`config.mk`:
```
export PLATFORM = sky130hd
export DESIGN_NAME = schoolbook_div
export DESIGN_NICKNAME = d
export VERILOG_FILES = /design/src/rtl/schoolbook_pkg.sv /design/src/rtl/schoolbook_div_step.sv /design/src/rtl/schoolbook_div.sv
export SDC_FILE = /design/constraint.sdc
export NUM_CORES = 2
export LEC_CHECK = 0
export BUFFER_PORTS_ARGS = -buffer_cell sky130_fd_sc_hd__clkbuf_2
export CORE_AREA = 2 2 504 506
export CTS_BUF_LIST = sky130_fd_sc_hd__clkbuf_8
export CTS_CLUSTER_DIAMETER = 60
export CTS_CLUSTER_SIZE = 20
export DETAILED_ROUTE_END_ITERATION = 12
export DIE_AREA = 0 0 506 508
export SLEW_MARGIN = 40
export SYNTH_ARGS = -nofsm -noshare
export SYNTH_HDL_FRONTEND = slang
export SYNTH_SLANG_ARGS = --single-unit
export TNS_END_PERCENT = 100
```
`constraint.sdc`:
```
create_clock -name clk -period 3.7 [get_ports clk]
set_clock_uncertainty 0.05 [all_clocks]
set_input_delay 0.37 -clock clk [delete_from_list [all_inputs] [get_ports clk]]
set_output_delay 0.37 -clock clk [all_outputs]
set_load 0.005 [all_outputs]
```
`src/rtl/schoolbook_pkg.sv`:
```
// Shared definitions for the restoring shift-subtract divider.
package schoolbook_pkg;

    localparam int DEFAULT_W = 256;

    typedef enum logic [1:0] {
        IDLE  = 2'd0,
        CHECK = 2'd1,
        RUN   = 2'd2,
        DONE  = 2'd3
    } state_t;

endpackage

```
`src/rtl/schoolbook_div_step.sv`:
```
// One restoring-division iteration.
// The partial remainder with the next dividend bit appended is compared and subtracted at W+1 bits.
module schoolbook_div_step #(
    parameter int W = 8
) (
    input  logic [W-1:0] rem,
    input  logic         bit_in,
    input  logic [W-1:0] d,
    output logic [W-1:0] rem_next,
    output logic         qbit
);

    logic [W:0]   w_t;
    logic [W-1:0] w_diff;

    assign w_t    = {rem, bit_in};
    assign qbit   = (w_t >= {1'b0, d});
    // rem < d on entry, so t - d < d and the low W bits hold the exact difference
    assign w_diff = w_t[W-1:0] - d;
    assign rem_next = qbit ? w_diff : w_t[W-1:0];

endmodule

```
`src/rtl/schoolbook_div.sv`:
```
// Sequential restoring divider: 2W-bit dividend / W-bit divisor, one quotient bit per clock.
// Start/done handshake; err flags divide-by-zero or a quotient that does not fit in W bits.
module schoolbook_div
    import schoolbook_pkg::*;
#(
    parameter  int W  = DEFAULT_W,
    localparam int CW = $clog2(W + 1)
) (
    input  logic           clk,
    input  logic           rst,
    input  logic           start,
    input  logic [2*W-1:0] n,
    input  logic [W-1:0]   d,
    output logic           busy,
    output logic           done,
    output logic           err,
    output logic [W-1:0]   q,
    output logic [W-1:0]   r
);

    state_t         r_state;
    state_t         w_state_next;
    logic [2*W-1:0] r_n;
    logic [W-1:0]   r_d;
    logic [W-1:0]   r_rem;
    logic [W-1:0]   r_sh;
    logic [CW-1:0]  r_count;
    logic [W-1:0]   r_q;
    logic [W-1:0]   r_r;
    logic           r_err;

    logic [W-1:0]   w_rem_next;
    logic           w_qbit;
    logic           w_bad;
    logic           w_last;

    schoolbook_div_step #(.W(W)) u_step (
        .rem      (r_rem),
        .bit_in   (r_sh[W-1]),
        .d        (r_d),
        .rem_next (w_rem_next),
        .qbit     (w_qbit)
    );

    // High half >= divisor also covers d == 0, but keep both terms explicit
    assign w_bad  = (r_d == '0) || (r_n[2*W-1:W] >= r_d);
    assign w_last = (r_count == CW'(W - 1));

    always_comb begin
        w_state_next = r_state;
        case (r_state)
            IDLE:    if (start) w_state_next = CHECK;
            CHECK:   w_state_next = w_bad ? DONE : RUN;
            RUN:     if (w_last) w_state_next = DONE;
            DONE:    w_state_next = IDLE;
            default: w_state_next = IDLE;
        endcase
    end

    always_ff @(posedge clk or negedge rst) begin
        if (!rst) begin
            r_state <= IDLE;
            r_n     <= '0;
            r_d     <= '0;
            r_rem   <= '0;
            r_sh    <= '0;
            r_count <= '0;
            r_q     <= '0;
            r_r     <= '0;
            r_err   <= 1'b0;
        end else begin
            r_state <= w_state_next;
            case (r_state)
                IDLE: begin
                    if (start) begin
                        r_n <= n;
                        r_d <= d;
                    end
                end
                CHECK: begin
                    if (w_bad) begin
                        r_q   <= {W{1'b1}};
                        r_r   <= r_n[W-1:0];
                        r_err <= 1'b1;
                    end else begin
                        r_rem   <= r_n[2*W-1:W];
                        r_sh    <= r_n[W-1:0];
                        r_count <= '0;
                        r_err   <= 1'b0;
                    end
                end
                RUN: begin
                    r_rem   <= w_rem_next;
                    r_sh    <= {r_sh[W-2:0], w_qbit};
                    r_count <= r_count + CW'(1);
                    if (w_last) begin
                        r_q <= {r_sh[W-2:0], w_qbit};
                        r_r <= w_rem_next;
                    end
                end
                default: ;
            endcase
        end
    end

    assign busy = (r_state != IDLE);
    assign done = (r_state == DONE);
    assign err  = r_err;
    assign q    = r_q;
    assign r    = r_r;

endmodule

```
==> run summary <==
CTS max path bufs: 3
Layout area overhead: 55.56%
worst endpoint required time: 4580 ps
Period minus WS final: 4684 ps
unrepaired setup endpoints after global routing: true
DP HPWL: 405,600 microns
crit path capture: r_rem[73]
Die ar.: 257,000 sq um
final hold vios: 0
status: finished with violations
CP startpoint kind: register
routed via count: 112,781
share of layout cells above drive strength 1: 0.3906
commonest non-fill, non-tap cells in the layout: buf_4, dfrtp_1, nand2_1
sequential share of the synthesized area: 0.4405
Fillers: 20,936
Synth Area per Inst: 9.308 sq um
failing checks: setup timing
Post-Synthesis Cells: 11,009
CTS buffer count: 156
DR iter-0 viols: 11,134
Starting Density: 0.4062
Vert. Die Dim: 508 microns
gpl congestion: 1.017
dominant synthesized flop cell: dfrtp_1
first-pass GRT wire length: 751,200 microns
setup ws final: -983.9 ps
crit path from: r_d[26]
f_max: 213.5 MHz
Ports: 1,286
drt drc: 0
placed cell area: 135,300 sq um
R2R Setup Slk: -980 ps
Final Cycle Share: 1.266
Leakage: 0.07601 uW
Worst-Margin Slew: 879.2 ps
Port Buffer Count: 1,285
yosys warns: 0
GRT Total Usage: 0.3929
largest net degree at the start of global routing: 148
share of the synthesized area in the top cell type: 0.4405
Max H-tree Level: 4
maxcap violations: 0
final setup vio count: 1,035
Final nets: 17,631
CP Capture Type: register
cell row count: 185
TritonCTS clock tree: built
CP Max Fanout: 5
total core area: 252,300 sq um
RR Startpoint: r_d[26]
ys async rst share: 1.000
grt total ovfl: 0
CP Class: register to register
Core Util, Final: 0.6318
Pwr Density: 1234 nW/um^2
number of synthesized flops with an enable pin: 0
DIE WIDTH: 506 microns
latest clock arrival within the worst-skew pair: 1070 ps
max_slew headroom: 0.4139
FF-to-FF End: r_rem[73]
vias in the first global route: 112,683
post-synth top area cell: dfrtp_1
r2r worst-path depth: 24
post-synth cell types: 103
hold crit path type: input port to register
Pre-antenna DRT Iters: 9
Worst-path clk slew: 120 ps
post-synth net total: 12,300
final WL: 536,000 microns
DRT antenna net count: 0
Root Buffer: clkbuf_8
WL/cell: 26.95 microns
most common cell after layout, fill and taps aside: buf_4
FF+latch count, synth: 1,804
Area contributors post-synth: dfrtp_1, mux2_2, ha_1, nand2_1, o21ai_0
Design Area, Final: 159,400 sq um
number of antenna violations at the first check in global routing: 106
worst path arrival time: 5570 ps
Worst VDD drop: 741.6 uV
vias per inst: 5.670
clk sinks: 1,804
Slew Viols, Final: 0
cell area after technology mapping: 102,500 sq um
## repair_timing
item / CTS / global route
setup buffers: 106 / 110
gates resized for setup: 581 / 603
pin swaps: 121 / 196
hold endpoints to repair: 2494 / 0
setup endpoints to repair: 1035 / 1035
gates cloned: 18 / 45
hold buffers: 1214 / 0
## layer usage
layer	vias up	track usage	part of all wire
met5	-	0	0.00067
met4	54	0.2066	0.066
met3	1324	0.06221	0.070
met2	5237	0.6442	0.46
met1	55874	0.4997	0.40
li1	50292	-	-
## registers in the layout, indices dropped and copies added, names as in the netlist
| name | cells |
|---|---|
| q | 256 |
| r | 256 |
| r_count | 9 |
| r_state | 2 |
| r_sh | 256 |
| r_d | 256 |
| r_rem | 256 |
| err | 1 |
| r_n | 512 |
## power breakdown
part	internal (uW)	leakage, uW	switching, uW
Clock	5450	0.00191	8630
Combinational	66400	0.0524	78600
Sequential	29900	0.0217	7640
Total	102000	0.0760	94900
## layout make-up
cell class / instances / area (sq um) / area share
antenna: 55 / 137.6 / 0.0008634
clock buffer: 170 / 2340 / 0.01468
clock inverter: 118 / 1441 / 0.009042
inverter: 360 / 1363 / 0.008548
multi-input combinational: 8155 / 57360 / 0.3598
sequential: 1804 / 45150 / 0.2832
tap: 3366 / 4212 / 0.02642
timing repair buffer: 5863 / 47410 / 0.2974
## per-stage QoR
| stage | instances | total power, uW | TNS (ps) | hold slack, ps | setup WS, ps |
|---|---|---|---|---|---|
| floorplan | 11009 | 93450 | -28.07 | 24.41 | -28.07 |
| finish | 19891 | 196700 | -747180 | 86.70 | -983.9 |
| global placement | 18080 | 160000 | -1342500 | 347.7 | -2101 |
| CTS | 19699 | 184600 | -716910 | 0.7344 | -993.2 |
| global route | 19870 | 206600 | -845380 | 48.18 | -1057 |
| detailed placement | 18080 | 161800 | -1376480 | 351.7 | -2121 |
## synthesized netlist by cell type, drive strengths merged, types with 113 or more instances
| cell type | n |
|---|---|
| xnor2 | 132 |
| a21boi | 126 |
| nand4 | 272 |
| nor3 | 131 |
| inv | 360 |
| a21o | 258 |
| dfrtp | 1804 |
| nor2 | 569 |
| buf | 201 |
| clkbuf | 490 |
| nand2 | 1712 |
| mux2 | 783 |
| mux2i | 147 |
| a22oi | 141 |
| a21oi | 782 |
| xor2 | 113 |
| ha | 519 |
| o21ai | 1258 |
| a31oi | 146 |
## critical path, stage by stage, from the launching register on
cell and delay (ps):
dfrtp_1 390, inv_2 80, ha_4 270, buf_6 110, nand4_1 180, nor4_4 460, buf_4 190, o2111ai_2 120
o221ai_4 130, buf_6 160, nor2_4 40, nor4_4 300, buf_6 200, o211a_4 230, or2_4 150, a21bo_4 140
buf_12 110, buf_12 130, buf_16 140, buf_12 130, buf_8 110, buf_8 110, mux2i_4 290, nor3_2 70
a221o_1 260
## kinds of logic after synthesis
family                     share of synthesized area
AOI/OAI and AO/OA                             0.1980
muxes                                         0.1004
buffers and inverters                        0.04104
adders and majority gates                    0.06356
DFF                                           0.4405
xor gates and xnor gates                     0.02094
and+or+nand+nor                               0.1356
## worst min-delay path by stage
stage | cells past startpoint | from | to
after CTS | 3 | n[406] | r_n[406]
after global routing | 3 | n[478] | r_n[478]
after detailed placement | 1 | rst | r_sh[195]
after floorplan | 0 | rst | err
final | 3 | n[447] | r_n[447]
after global placement | 1 | rst | r_sh[195]
Power figures use the tool's default switching activity.
